--- src/rtl/amstrad_mem_responder_if.sv ---
// Signal bundle between the CPU/video/SDRAM-backend side (master) and the memory responder (slave).
interface amstrad_mem_responder_if;
  logic [22:0] mem_addr;
  logic        mem_rd;
  logic        mem_wr;
  logic [7:0]  cpu_dout;
  logic [7:0]  cpu_din;
  logic        cpu_wait;
  logic [14:0] vram_addr;
  logic        vram_req;
  logic [15:0] vram_din;
  logic [21:0] sdram_addr;
  logic [15:0] sdram_din;
  logic [1:0]  sdram_be;
  logic        sdram_we;
  logic        sdram_req;
  logic        sdram_ack;
  logic [15:0] sdram_dout;
  logic        timeout_err;

  modport master (
    output mem_addr, mem_rd, mem_wr, cpu_dout, vram_addr, vram_req, sdram_ack, sdram_dout,
    input  cpu_din, cpu_wait, vram_din, sdram_addr, sdram_din, sdram_be, sdram_we, sdram_req,
           timeout_err
  );

  modport slave (
    input  mem_addr, mem_rd, mem_wr, cpu_dout, vram_addr, vram_req, sdram_ack, sdram_dout,
    output cpu_din, cpu_wait, vram_din, sdram_addr, sdram_din, sdram_be, sdram_we, sdram_req,
           timeout_err
  );
endinterface

--- src/rtl/amstrad_mem_responder.sv ---
// Arbitrates CPU byte accesses and video word fetches onto one 16-bit SDRAM req/ack channel,
// holding returned data and flagging a stalled backend with a sticky watchdog error.
module amstrad_mem_responder #(
  parameter logic [6:0]  VRAM_BASE = 7'd0,
  parameter int unsigned TIMEOUT   = 255
) (
  input  logic                   clk,
  input  logic                   reset,
  amstrad_mem_responder_if.slave bus
);
  typedef enum logic [1:0] {IDLE, VID, CPU} state_t;
  localparam logic [7:0] WDOG_LAST = 8'(TIMEOUT - 1);

  state_t      state;
  logic        rd_q, wr_q, rd_rise, wr_rise, cpu_capture;
  logic        cpu_pend, cpu_we, cpu_lane;
  logic [21:0] cpu_word;
  logic [7:0]  cpu_data;
  logic        vid_pend, vid_start, cpu_start;
  logic [14:0] vid_addr;
  logic [7:0]  wdog;

  logic [7:0]  cpu_din_r;
  logic        cpu_wait_r;
  logic [15:0] vram_din_r;
  logic [21:0] sdram_addr_r;
  logic [15:0] sdram_din_r;
  logic [1:0]  sdram_be_r;
  logic        sdram_we_r, sdram_req_r, timeout_err_r;

  assign rd_rise = bus.mem_rd & ~rd_q;
  assign wr_rise = bus.mem_wr & ~wr_q;
  // A strobe edge is dropped while the previous CPU access is still queued or on the backend.
  assign cpu_capture = (rd_rise | wr_rise) & ~cpu_pend & (state != CPU);
  assign vid_start   = (state == IDLE) & vid_pend;
  assign cpu_start   = (state == IDLE) & ~vid_pend & cpu_pend;

  assign bus.cpu_din     = cpu_din_r;
  assign bus.cpu_wait    = cpu_wait_r;
  assign bus.vram_din    = vram_din_r;
  assign bus.sdram_addr  = sdram_addr_r;
  assign bus.sdram_din   = sdram_din_r;
  assign bus.sdram_be    = sdram_be_r;
  assign bus.sdram_we    = sdram_we_r;
  assign bus.sdram_req   = sdram_req_r;
  assign bus.timeout_err = timeout_err_r;

  // NOTE: every register below uses <= so each branch reads pre-edge values regardless of order.
  always_ff @(posedge clk or posedge reset) begin
    if (reset) begin
      state         <= IDLE;
      rd_q          <= 1'b0;
      wr_q          <= 1'b0;
      cpu_pend      <= 1'b0;
      cpu_we        <= 1'b0;
      cpu_lane      <= 1'b0;
      cpu_word      <= '0;
      cpu_data      <= '0;
      vid_pend      <= 1'b0;
      vid_addr      <= '0;
      wdog          <= '0;
      cpu_din_r     <= 8'hFF;
      cpu_wait_r    <= 1'b0;
      vram_din_r    <= '0;
      sdram_addr_r  <= '0;
      sdram_din_r   <= '0;
      sdram_be_r    <= 2'b11;
      sdram_we_r    <= 1'b0;
      sdram_req_r   <= 1'b0;
      timeout_err_r <= 1'b0;
    end else begin
      rd_q     <= bus.mem_rd;
      wr_q     <= bus.mem_wr;
      // A pulse arriving as a fetch launches keeps the flag set: it queues one more fetch.
      vid_pend <= bus.vram_req | (vid_pend & ~vid_start);
      if (bus.vram_req) vid_addr <= bus.vram_addr;

      if (cpu_capture) begin
        cpu_pend   <= 1'b1;
        cpu_we     <= wr_rise;
        cpu_word   <= bus.mem_addr[22:1];
        cpu_lane   <= bus.mem_addr[0];
        cpu_data   <= bus.cpu_dout;
        cpu_wait_r <= 1'b1;
      end else if (cpu_start) begin
        cpu_pend <= 1'b0;
      end

      case (state)
        IDLE: begin
          if (vid_start) begin
            state        <= VID;
            sdram_addr_r <= {VRAM_BASE, vid_addr};
            sdram_we_r   <= 1'b0;
            sdram_be_r   <= 2'b11;
            sdram_req_r  <= 1'b1;
            wdog         <= '0;
          end else if (cpu_start) begin
            state        <= CPU;
            sdram_addr_r <= cpu_word;
            sdram_we_r   <= cpu_we;
            sdram_be_r   <= cpu_we ? (cpu_lane ? 2'b10 : 2'b01) : 2'b11;
            sdram_din_r  <= {cpu_data, cpu_data};
            sdram_req_r  <= 1'b1;
            wdog         <= '0;
          end
        end
        VID, CPU: begin
          if (bus.sdram_ack) begin
            sdram_req_r <= 1'b0;
            state       <= IDLE;
            if (state == VID) begin
              vram_din_r <= bus.sdram_dout;
            end else begin
              if (!cpu_we) cpu_din_r <= cpu_lane ? bus.sdram_dout[15:8] : bus.sdram_dout[7:0];
              cpu_wait_r <= 1'b0;
            end
          end else if (wdog == WDOG_LAST) begin
            sdram_req_r   <= 1'b0;
            timeout_err_r <= 1'b1;
            state         <= IDLE;
            if (state == CPU) cpu_wait_r <= 1'b0;
          end else begin
            wdog <= wdog + 8'd1;
          end
        end
        default: state <= IDLE;
      endcase
    end
  end
endmodule
--- src/flat_wrapper.sv ---
// flat-port wrapper written by rule: the top's interface ports become plain ports
module amstrad_mem_responder_flat 
#(
  parameter logic [6:0]  VRAM_BASE = 7'd0,
  parameter int unsigned TIMEOUT   = 255
)
  (clk, reset, bus_mem_addr, bus_mem_rd, bus_mem_wr, bus_cpu_dout, bus_vram_addr, bus_vram_req, bus_sdram_ack, bus_sdram_dout, bus_cpu_din, bus_cpu_wait, bus_vram_din, bus_sdram_addr, bus_sdram_din, bus_sdram_be, bus_sdram_we, bus_sdram_req, bus_timeout_err);
  amstrad_mem_responder_if bus_i ();
  input  logic clk;
  input  logic reset;
  input wire logic [$bits(bus_i.mem_addr)-1:0] bus_mem_addr;
  input wire logic [$bits(bus_i.mem_rd)-1:0] bus_mem_rd;
  input wire logic [$bits(bus_i.mem_wr)-1:0] bus_mem_wr;
  input wire logic [$bits(bus_i.cpu_dout)-1:0] bus_cpu_dout;
  input wire logic [$bits(bus_i.vram_addr)-1:0] bus_vram_addr;
  input wire logic [$bits(bus_i.vram_req)-1:0] bus_vram_req;
  input wire logic [$bits(bus_i.sdram_ack)-1:0] bus_sdram_ack;
  input wire logic [$bits(bus_i.sdram_dout)-1:0] bus_sdram_dout;
  output wire logic [$bits(bus_i.cpu_din)-1:0] bus_cpu_din;
  output wire logic [$bits(bus_i.cpu_wait)-1:0] bus_cpu_wait;
  output wire logic [$bits(bus_i.vram_din)-1:0] bus_vram_din;
  output wire logic [$bits(bus_i.sdram_addr)-1:0] bus_sdram_addr;
  output wire logic [$bits(bus_i.sdram_din)-1:0] bus_sdram_din;
  output wire logic [$bits(bus_i.sdram_be)-1:0] bus_sdram_be;
  output wire logic [$bits(bus_i.sdram_we)-1:0] bus_sdram_we;
  output wire logic [$bits(bus_i.sdram_req)-1:0] bus_sdram_req;
  output wire logic [$bits(bus_i.timeout_err)-1:0] bus_timeout_err;
  assign bus_i.mem_addr = bus_mem_addr;
  assign bus_i.mem_rd = bus_mem_rd;
  assign bus_i.mem_wr = bus_mem_wr;
  assign bus_i.cpu_dout = bus_cpu_dout;
  assign bus_i.vram_addr = bus_vram_addr;
  assign bus_i.vram_req = bus_vram_req;
  assign bus_i.sdram_ack = bus_sdram_ack;
  assign bus_i.sdram_dout = bus_sdram_dout;
  assign bus_cpu_din = bus_i.cpu_din;
  assign bus_cpu_wait = bus_i.cpu_wait;
  assign bus_vram_din = bus_i.vram_din;
  assign bus_sdram_addr = bus_i.sdram_addr;
  assign bus_sdram_din = bus_i.sdram_din;
  assign bus_sdram_be = bus_i.sdram_be;
  assign bus_sdram_we = bus_i.sdram_we;
  assign bus_sdram_req = bus_i.sdram_req;
  assign bus_timeout_err = bus_i.timeout_err;
  amstrad_mem_responder #(.VRAM_BASE(VRAM_BASE), .TIMEOUT(TIMEOUT)) u_core (.clk(clk), .reset(reset), .bus(bus_i));
endmodule
--- config.mk ---
export PLATFORM = sky130hd
export DESIGN_NAME = amstrad_mem_responder_flat
export DESIGN_NICKNAME = d
export VERILOG_FILES = /design/src/rtl/amstrad_mem_responder_if.sv /design/src/rtl/amstrad_mem_responder.sv /design/src/flat_wrapper.sv
export SDC_FILE = /design/constraint.sdc
export NUM_CORES = 1
export LEC_CHECK = 0
export ABC_AREA = 1
export CORE_ASPECT_RATIO = 0.8
export CORE_UTILIZATION = 50
export DETAILED_ROUTE_END_ITERATION = 10
export GPL_TIMING_DRIVEN = 0
export PLACE_DENSITY_LB_ADDON = 0.3
export SETUP_SLACK_MARGIN = 0.4
export SKIP_LAST_GASP = 1
export SLEW_MARGIN = 20
export SYNTH_ARGS = -nofsm -noshare
export SYNTH_HDL_FRONTEND = slang
export SYNTH_SLANG_ARGS = --single-unit
export TNS_END_PERCENT = 1
--- constraint.sdc ---
create_clock -name clk -period 6.6 [get_ports clk]
set_input_delay 1.32 -clock clk [delete_from_list [all_inputs] [get_ports clk]]
set_output_delay 1.32 -clock clk [all_outputs]
set_load 0.05 [all_outputs]
======== Word level (Yosys, flattened, before mapping) ========
Index checks and enable logic that the tools add are counted.
operators by class
  bitwise gates (word level) .............. 18
  multiplexer cells ....................... 32
  eq/ne operators ......................... 8
  reductions and logical operators ........ 13
  add/subtract/negate cells ............... 1
operator list
  operator                                                                count
  22-bit two-way mux                                                      2
  8-bit two-way mux                                                       5
  2-bit two-way mux                                                       8
  8-bit case mux with 2 select lines                                      1
  1-bit two-way mux                                                       14
  3-bit AND reduction                                                     4
  8-bit by 1-bit adder with 8-bit output (second input constant)          1
  1-bit bitwise AND                                                       8
  8-bit equality test (second input constant)                             1
  1-bit inverter                                                          8
  4-bit AND reduction                                                     2
  2-bit != test (second input constant)                                   3
  2-bit nonzero test                                                      3
  2-bit case mux with 2 select lines                                      1
  2-bit AND reduction                                                     2
  3-bit by 1-bit != test with 1-bit output (second input constant)        1
  3-bit by 2-bit != test with 1-bit output (second input constant)        1
  2-bit by 1-bit equality test with 1-bit output (second input constant)  1
  2-bit equality test (second input constant)                             1
  2-bit zero test                                                         1
  1-bit OR                                                                2
  1-bit case mux with 2 select lines                                      1
  2-bit OR reduction                                                      1
storage, ports and cells
  input port bits ......................... 68
  word-level logic and storage cells ...... 92
  output and inout port bits .............. 68
  register bits after elaboration ......... 129

======== Logic depth before layout (Yosys ltp) ========
Gate-level depths: netlist of run 1.
  depth in word-level cells ............... 10
  mapped depth ............................ 10
  mapped depth without buffers ............ 9

======== Worst setup path before layout of run 1 ========
Ideal clock, no wire load.
  kind .................................... reg2out
  start point ............................. register u_core.sdram_din_r[10] (netlist: u_core.bus.sdram_din[10])
  end point ............................... output bus_sdram_din[10]
  stages on the path, launching flop included .. 2
  data required time ...................... 5.280 ns
  arrival time ............................ 0.904 ns
  path slack .............................. 4.376 ns
  buffers on the path ..................... 1
  cell sequence ........................... dfrtp_1 > buf_4
RTL lines
  what                    RTL line                      RTL
  from (decl)             amstrad_mem_responder.sv:27   logic [15:0] sdram_din_r;
  from (signal assigned)  amstrad_mem_responder.sv:103  sdram_din_r <= {cpu_data, cpu_data};
  to (decl)               flat_wrapper.sv:23            output wire logic [$bits(bus_i.sdram_din)-1:0] bus_sdram_din;
No word-level cell between the ends.

======== Final worst setup path of run 1 ========
  start point ............................. register u_core.sdram_be_r[1] (netlist: u_core.bus.sdram_be[1])
  end point ............................... output bus_sdram_be[1]
RTL lines
  what                    RTL line                      RTL
  from (decl)             amstrad_mem_responder.sv:28   logic [1:0] sdram_be_r;
  from (signal assigned)  amstrad_mem_responder.sv:102  sdram_be_r <= cpu_we ? (cpu_lane ? 2'b10 : 2'b01) : 2'b11;
  to (decl)               flat_wrapper.sv:24            output wire logic [$bits(bus_i.sdram_be)-1:0] bus_sdram_be;
No word-level cell between the ends.

==> impl_metrics.prom, run 1 <==
# TYPE chip_impl_metric gauge
chip_impl_info{name="layout.cells.most_common_list",value="204 x sky130_fd_sc_hd__nand2_1, 134 x sky130_fd_sc_hd__clkdlybuf4s50_1, 111 x sky130_fd_sc_hd__dfrtp_1"} 1
chip_impl_metric{name="portBuffers",unit=""} 134
chip_impl_metric{name="power_frac_clock",unit="%"} 23.7
chip_impl_metric{name="cell_depth_of_the_worst_flop_to_flop_path",unit=""} 6
chip_impl_metric{name="core.rowCount",unit=""} 32
chip_impl_metric{name="synth.cell_area",unit="µm²"} 5166
chip_impl_info{name="setup.worst_path.start_class",value="register"} 1
chip_impl_metric{name="detail_route.wl_per_cell",unit="µm"} 14.88
chip_impl_metric{name="cts.sink_count",unit=""} 121
chip_impl_metric{name="drt_first_pass_iters",unit=""} 5
chip_impl_metric{name="reg2reg_setup_slack",unit="ps"} 4790
chip_impl_metric{name="finalNetCount",unit=""} 797
chip_impl_metric{name="seq_power_share",unit="%"} 30.5
chip_impl_metric{name="post_cts_resized",unit=""} 0
chip_impl_metric{name="switching_share",unit="%"} 43.46
chip_impl_metric{name="total_routing_resource_utilization_after_global_routing",unit="%"} 26.08
chip_impl_metric{name="ioPinCount",unit=""} 136
chip_impl_metric{name="initialDrtViolationCount",unit=""} 343
chip_impl_metric{name="internal_power",unit="mW"} 2.266
chip_impl_metric{name="cellPowerDensity",unit="nW/µm²"} 547.4
chip_impl_metric{name="layout-drive-gt1-share",unit="%"} 11.82
chip_impl_metric{name="vias",unit=""} 4461
chip_impl_metric{name="synthesis.area_per_instance",unit="µm²"} 9.079
chip_impl_metric{name="post_synth_inst_count",unit=""} 569
chip_impl_metric{name="drv_slew",unit=""} 0
chip_impl_metric{name="combinationalPowerShare",unit="%"} 45.8
chip_impl_metric{name="power.ir.vdd_worst",unit="V"} 0.0003117
chip_impl_info{name="grt_setup_unrepaired",value="false"} 1
chip_impl_metric{name="design_power_total",unit="mW"} 4.008
chip_impl_metric{name="die_h",unit="µm"} 92.92
chip_impl_info{name="cts_tree",value="done"} 1
chip_impl_metric{name="net-switching-power",unit="mW"} 1.742
chip_impl_metric{name="report.final.hold_viol_count",unit=""} 0
chip_impl_metric{name="nFillCells",unit=""} 681
chip_impl_info{name="ctsRootBufferMaster",value="sky130_fd_sc_hd__clkbuf_16"} 1
chip_impl_metric{name="antenna_cells",unit=""} 0
chip_impl_info{name="cp-end-kind",value="output port"} 1
chip_impl_metric{name="die_outline_width",unit="µm"} 115.6
chip_impl_info{name="path_cells",value="clkdlybuf4s50_1"} 1
chip_impl_metric{name="cts_setup_buffers",unit=""} 0
chip_impl_metric{name="syn_nets",unit=""} 643
chip_impl_metric{name="final.setup_skew",unit="ps"} 8.517
chip_impl_info{name="r2r_start",value="u_core.state[0]$_DFFE_PP0P_"} 1
chip_impl_info{name="layout_commonest_cell",value="sky130_fd_sc_hd__nand2_1"} 1
chip_impl_metric{name="floorplan.die_area",unit="µm²"} 10750
chip_impl_metric{name="clk_latency",unit="ps"} 410
chip_impl_metric{name="finalWirelength",unit="µm"} 12970
chip_impl_metric{name="first_pass_grt_wire_length",unit="µm"} 21320
chip_impl_info{name="hold_end",value="u_core.vid_addr[10]$_DFFE_PP0P_"} 1
chip_impl_metric{name="clk_pin_slew_worst_paths",unit="ps"} 60
chip_impl_metric{name="first_global_vias",unit=""} 4473
chip_impl_metric{name="worstPathBufferInverterCount",unit=""} 1
chip_impl_metric{name="dp.final_hpwl",unit="µm"} 9130
chip_impl_info{name="hold_path_class",value="reg -> reg"} 1
chip_impl_metric{name="detail_routed_via_count_per_cell",unit=""} 5.116
chip_impl_metric{name="fin_cells",unit=""} 872
chip_impl_info{name="outcome",value="finished, final reports clean"} 1
chip_impl_metric{name="critical_path_peak_fanout",unit=""} 2
chip_impl_metric{name="maxClockFrequency",unit="GHz"} 0.3231
chip_impl_metric{name="drcViolationCount",unit=""} 0
chip_impl_metric{name="final_setup_violating_endpoints",unit=""} 0
chip_impl_metric{name="slowest_delay",unit="ps"} 820
chip_impl_metric{name="yosysWarningCount",unit=""} 0
chip_impl_metric{name="setup_total_negative_slack",unit="ps"} 0
chip_impl_info{name="critical-path-top-delay-family",value="buffers and inverters"} 1
chip_impl_metric{name="hold_slack",unit="ps"} 466.8
chip_impl_metric{name="ctsLongestPathBuffers",unit=""} 2
chip_impl_metric{name="max-cap-violations",unit=""} 0
chip_impl_info{name="worstHoldStart",value="u_core.vid_addr[10]$_DFFE_PP0P_"} 1
chip_impl_info{name="slowest_stage",value="sky130_fd_sc_hd__clkdlybuf4s50_1"} 1
chip_impl_metric{name="min_period",unit="ps"} 3095
chip_impl_metric{name="dp.cells",unit=""} 840
chip_impl_metric{name="hold_depth",unit=""} 2
chip_impl_metric{name="leakage",unit="nW"} 3.481
chip_impl_metric{name="route.antenna.remaining_nets",unit=""} 0
chip_impl_metric{name="ys_types",unit=""} 31
chip_impl_metric{name="critPathRequiredTime",unit="ps"} 5280
chip_impl_metric{name="fin_crit_sh",unit="%"} 46.89
chip_impl_metric{name="grt_max_degree",unit=""} 86
chip_impl_metric{name="htree_num_levels",unit=""} 4
chip_impl_metric{name="start_util",unit="%"} 52.45
chip_impl_metric{name="synth_seq_cells",unit=""} 121
chip_impl_info{name="kind_of_critical_path",value="reg -> out"} 1
chip_impl_metric{name="core-area",unit="µm²"} 9849
chip_impl_metric{name="ys_seq_area_share",unit="%"} 58.85
chip_impl_metric{name="gp_congestion",unit=""} 0.7811
chip_impl_metric{name="slew_headroom",unit="%"} 63.80
chip_impl_metric{name="area.growth.synth_to_final",unit="%"} 41.73
chip_impl_info{name="worst_r2r_endpoint",value="u_core.bus.vram_din[1]$_DFFE_PP0P_"} 1
chip_impl_metric{name="grt_antenna_before_repair",unit=""} 0
chip_impl_metric{name="tightestPinTransition",unit="ps"} 541.3
chip_impl_metric{name="numCtsBuffers",unit=""} 17
chip_impl_metric{name="cp_data_arrival_time",unit="ps"} 1770
chip_impl_metric{name="global_route.overflow_total",unit=""} 0
chip_impl_metric{name="postCtsHoldBufs",unit=""} 0
[power groups by stage]
stage	Combinational (mW)	Sequential (mW)	Clock, mW
after detailed placement	1.83	1.22	0
after floorplan	0.699	1.74	0
after global routing	1.97	1.25	0.993
after global placement	1.78	1.21	0
after CTS	1.84	1.22	0.958
final	1.83	1.22	0.951
[Yosys cell counts (all sizes together)]
cell | number | area share, %
nand2 | 206 | 15
dfrtp | 111 | 54
o21ai | 58 | 5.6
nand3 | 42 | 4.4
nor2 | 37 | 3.1
inv | 31 | 2.3
buf | 22 | 3.0
a21oi | 12 | 1.3
clkbuf | 11 | 0.80
dfstp | 10 | 5.1
a22o | 8 | 1.4
mux2 | 7 | 1.5
ha | 6 | 1.5
a31oi | 2 | 0.24
o21bai | 2 | 0.29
or2 | 2 | 0.29
nand3b | 1 | 0.15
nand4 | 1 | 0.12
[stage by stage]
stage / utilization, % / setup WS [ps] / instance area [µm²]
final: 74.34 / 3505 / 7322
after global routing: 74.34 / 3478 / 7322
after CTS: 74.34 / 3491 / 7322
after detailed placement: 68.13 / 3700 / 6710
after global placement: 67.80 / 563.9 / 6678
after floorplan: - / 2082 / 5166
[logic make-up after synthesis]
kind of cell               count (synthesis)  share of synthesized area (%)
AOI/OAI and AO/OA                         82                          8.816
adders and majority gates                  6                          1.453
buffers and inverters                     64                          6.079
DFF                                      121                          58.85
muxes                                      7                          1.526
and+or+nand+nor                          289                          23.27
[final cells by class]
cell class | count | area (µm²) | share of cell area (%)
sequential | 121 | 3040 | 41.52
multi-input combinational | 384 | 1812 | 24.74
timing repair buffer | 135 | 1369 | 18.69
clock buffer | 19 | 442.9 | 6.049
buffer | 33 | 197.7 | 2.700
tap | 136 | 170.2 | 2.324
clock inverter | 13 | 168.9 | 2.307
inverter | 31 | 121.4 | 1.658
[registers in the layout, summed over array words and instances, names as in the netlist]
register                count
u_core.bus.cpu_wait         1
u_core.rd_q                 1
u_core.bus.sdram_be         2
u_core.wr_q                 1
u_core.wdog                 8
u_core.bus.sdram_we         1
u_core.vid_pend             1
u_core.cpu_data             8
u_core.cpu_we               1
u_core.cpu_pend             1
u_core.bus.timeout_err      1
u_core.bus.sdram_din        8
u_core.bus.sdram_addr      22
u_core.state                2
u_core.bus.vram_din        16
u_core.bus.cpu_din          8
u_core.cpu_word            22
u_core.vid_addr            15
u_core.cpu_lane             1
u_core.bus.sdram_req        1
[routing by layer]
metal / up-vias / track usage, % / part of all wire [%]
li1: 2127 / - / -
met1: 2164 / 33.38 / 43
met2: 156 / 44.06 / 50
met3: 14 / 6.021 / 6.0
met4: 0 / 8.013 / 1.0
met5: - / 0 / 0
[how the worst max path moves through the flow]
stage,start,end,cells past startpoint
floorplan,reset,u_core.bus.cpu_wait$_DFF_PP0_,1
CTS,u_core.bus.sdram_be[1]$_DFFE_PP1P_,bus_sdram_be[1],1
detailed placement,bus_mem_rd,u_core.cpu_data[7]$_DFFE_PP0P_,7
global placement,reset,u_core.vid_addr[8]$_DFFE_PP0P_,2
finish,u_core.bus.sdram_be[1]$_DFFE_PP1P_,bus_sdram_be[1],1
global route,u_core.bus.sdram_be[1]$_DFFE_PP1P_,bus_sdram_be[1],1
Power figures use the tool's default switching activity.
==> run 2: changes to the inputs <==
CORE_UTILIZATION = 44   (was 50)
clock period = 2.75 ns   (was 6.6 ns; I/O delays follow)
==> run 2 against run 1 <==
Critical path depth stayed put; die area up 13%; worst hold slack lost 80 ps; core utilization is 9.9 points lower; global-route usage down 4.3 points; final area rose by 0.92%; combinational power is 140% higher; first-iteration DRC count shrank 15%; non-clock buffer count grew 3; clock power increased by 130%; critical path type unchanged; critical endpoint unchanged.
==> impl_metrics.prom, run 2 (same netlist as run 1, synthesis figures left out) <==
# TYPE chip_impl_metric gauge
chip_impl_metric{name="drcViolationCount",unit=""} 0
chip_impl_info{name="worst_setup_path_startpoint",value="u_core.bus.sdram_be[1]$_DFFE_PP1P_"} 1
chip_impl_metric{name="power_frac_clock",unit="%"} 23.3
chip_impl_info{name="path_cells",value="clkdlybuf4s50_1"} 1
chip_impl_metric{name="drt_first_pass_iters",unit=""} 4
chip_impl_metric{name="initialDrtViolationCount",unit=""} 293
chip_impl_metric{name="fin_crit_sh",unit="%"} 84.00
chip_impl_metric{name="grt_antenna_before_repair",unit=""} 0
chip_impl_metric{name="design_power_total",unit="mW"} 9.517
chip_impl_metric{name="power.ir.vdd_worst",unit="V"} 0.0007496
chip_impl_metric{name="final.setup_skew",unit="ps"} 6.267
chip_impl_metric{name="net-switching-power",unit="mW"} 4.053
chip_impl_metric{name="cts.sink_count",unit=""} 121
chip_impl_metric{name="core.rowCount",unit=""} 35
chip_impl_metric{name="maxClockFrequency",unit="GHz"} 0.4329
chip_impl_metric{name="core-area",unit="µm²"} 11470
chip_impl_metric{name="layout-drive-gt1-share",unit="%"} 12.04
chip_impl_info{name="slowest_stage",value="sky130_fd_sc_hd__clkdlybuf4s50_1"} 1
chip_impl_metric{name="seq_power_share",unit="%"} 31.0
chip_impl_metric{name="numCtsBuffers",unit=""} 17
chip_impl_info{name="ctsRootBufferMaster",value="sky130_fd_sc_hd__clkbuf_16"} 1
chip_impl_metric{name="total_routing_resource_utilization_after_global_routing",unit="%"} 21.83
chip_impl_info{name="hold_path_class",value="in -> async"} 1
chip_impl_info{name="critical-path-top-delay-family",value="buffers and inverters"} 1
chip_impl_metric{name="ctsLongestPathBuffers",unit=""} 2
chip_impl_info{name="grt_setup_unrepaired",value="false"} 1
chip_impl_metric{name="stdcell_area",unit="µm²"} 7390
chip_impl_metric{name="min_period",unit="ps"} 2310
chip_impl_metric{name="placed_cell_area",unit="µm²"} 6784
chip_impl_metric{name="clk_latency",unit="ps"} 410
chip_impl_metric{name="floorplan.die_area",unit="µm²"} 12180
chip_impl_metric{name="switching_share",unit="%"} 42.59
chip_impl_metric{name="slew_headroom",unit="%"} 63.58
chip_impl_info{name="kind_of_critical_path",value="reg -> out"} 1
chip_impl_info{name="cp-end-kind",value="output port"} 1
chip_impl_metric{name="max-cap-violations",unit=""} 0
chip_impl_metric{name="finalNetCount",unit=""} 800
chip_impl_metric{name="vias",unit=""} 4338
chip_impl_metric{name="critPathRequiredTime",unit="ps"} 2200
chip_impl_info{name="layout_commonest_cell",value="sky130_fd_sc_hd__nand2_1"} 1
chip_impl_metric{name="clk_pin_slew_worst_paths",unit="ps"} 50
chip_impl_metric{name="detail_route.wl_per_cell",unit="µm"} 13.83
chip_impl_metric{name="combinationalPowerShare",unit="%"} 45.7
chip_impl_metric{name="first_global_vias",unit=""} 4188
chip_impl_metric{name="antenna_cells",unit=""} 0
chip_impl_metric{name="dp.cells",unit=""} 855
chip_impl_metric{name="slowest_delay",unit="ps"} 830
chip_impl_info{name="cts_tree",value="done"} 1
chip_impl_metric{name="htree_num_levels",unit=""} 4
chip_impl_metric{name="final_setup_violating_endpoints",unit=""} 0
chip_impl_metric{name="pre_cts_slack",unit="ps"} 642.4
chip_impl_metric{name="detail_routed_via_count_per_cell",unit=""} 4.891
chip_impl_metric{name="hold_slack",unit="ps"} 387.0
chip_impl_metric{name="route.antenna.remaining_nets",unit=""} 0
chip_impl_info{name="layout.cells.most_common_list",value="204 x sky130_fd_sc_hd__nand2_1, 133 x sky130_fd_sc_hd__clkdlybuf4s50_1, 111 x sky130_fd_sc_hd__dfrtp_1"} 1
chip_impl_metric{name="cellPowerDensity",unit="nW/µm²"} 1288
chip_impl_metric{name="leakage",unit="nW"} 3.524
chip_impl_metric{name="ioPinCount",unit=""} 136
chip_impl_metric{name="cp_data_arrival_time",unit="ps"} 1760
chip_impl_metric{name="finalWirelength",unit="µm"} 12270
chip_impl_metric{name="tightestPinTransition",unit="ps"} 544.5
chip_impl_metric{name="die_h",unit="µm"} 98.92
chip_impl_metric{name="nFillCells",unit=""} 928
chip_impl_metric{name="report.final.hold_viol_count",unit=""} 0
chip_impl_info{name="r2r_start",value="u_core.state[0]$_DFFE_PP0P_"} 1
chip_impl_metric{name="dp.final_hpwl",unit="µm"} 8966
chip_impl_metric{name="area.growth.synth_to_final",unit="%"} 43.04
chip_impl_info{name="outcome",value="finished, final reports clean"} 1
chip_impl_metric{name="drv_slew",unit=""} 0
chip_impl_metric{name="fin_ws",unit="ps"} 439.9
chip_impl_metric{name="die_outline_width",unit="µm"} 123.1
chip_impl_metric{name="worstPathBufferInverterCount",unit=""} 1
chip_impl_metric{name="start_util",unit="%"} 45.03
chip_impl_metric{name="post-route-util",unit="%"} 64.41
chip_impl_info{name="worst_r2r_endpoint",value="u_core.bus.vram_din[1]$_DFFE_PP0P_"} 1
chip_impl_metric{name="cell_depth_of_the_worst_flop_to_flop_path",unit=""} 6
chip_impl_metric{name="reg2reg_setup_slack",unit="ps"} 950
chip_impl_metric{name="grt_max_degree",unit=""} 34
chip_impl_metric{name="first_pass_grt_wire_length",unit="µm"} 20180
chip_impl_info{name="setup.worst_path.start_class",value="register"} 1
chip_impl_metric{name="gp_congestion",unit=""} 0.8337
chip_impl_metric{name="fin_cells",unit=""} 887
chip_impl_metric{name="setup_total_negative_slack",unit="ps"} 0
chip_impl_metric{name="portBuffers",unit=""} 134
chip_impl_metric{name="critical_path_peak_fanout",unit=""} 2
chip_impl_metric{name="internal_power",unit="mW"} 5.464
chip_impl_metric{name="global_route.overflow_total",unit=""} 0
run 2: cell count changes in the layout (fill, tap and decap cells not counted):
| cell | previous run | this run |
|---|---|---|
| sky130_fd_sc_hd__buf_12 | 1 | 4 |
| sky130_fd_sc_hd__clkinv_4 | 2 | 0 |
| sky130_fd_sc_hd__clkinv_2 | 1 | 4 |
| sky130_fd_sc_hd__dlymetal6s2s_1 | 0 | 1 |
| sky130_fd_sc_hd__inv_6 | 4 | 0 |
| sky130_fd_sc_hd__clkinvlp_4 | 4 | 2 |
| sky130_fd_sc_hd__clkdlybuf4s50_1 | 134 | 133 |
| sky130_fd_sc_hd__bufinv_16 | 3 | 2 |
| sky130_fd_sc_hd__clkbuf_1 | 12 | 13 |
| sky130_fd_sc_hd__clkbuf_8 | 1 | 6 |
run 2: area by class of cell:
cell class	count	area, µm²	area share, %
timing repair buffer	138	1431	19.37
buffer	33	197.7	2.675
multi-input combinational	384	1812	24.52
clock buffer	25	515.5	6.976
inverter	31	120.1	1.625
clock inverter	7	87.58	1.185
sequential	121	3040	41.14
tap	148	185.2	2.506
run 2: layer usage:
metal,wire (µm),global-route usage [%]
met3,652,5.556
met5,0,0
met4,131,8.434
met1,5810,29.12
met2,5672,34.16
run 2: power groups by stage:
stage	sequential, mW	clock, mW	combinational, mW
detailed placement	2.96	0	4.36
floorplan	4.18	0	1.68
CTS	2.94	2.25	4.38
global route	3.02	2.36	4.70
finish	2.95	2.22	4.35
global placement	2.93	0	4.27
run 2: worst max-delay path by stage:
stage,depth (start not counted),slack [ps],endpoint
after floorplan,1,720,u_core.bus.cpu_wait$_DFF_PP0_
after global placement,2,-330,u_core.vid_addr[6]$_DFFE_PP0P_
after detailed placement,7,640,u_core.cpu_word[21]$_DFFE_PP0P_
after CTS,1,420,bus_sdram_be[1]
after global routing,1,400,bus_sdram_be[0]
final,1,440,bus_sdram_be[1]
run 2: what timing repair did:
item / CTS / global route
resized for setup: 0 / 1
setup endpoints to repair: 0 / 1
buffers inserted: 0 / 0
hold buffers: 0 / 0
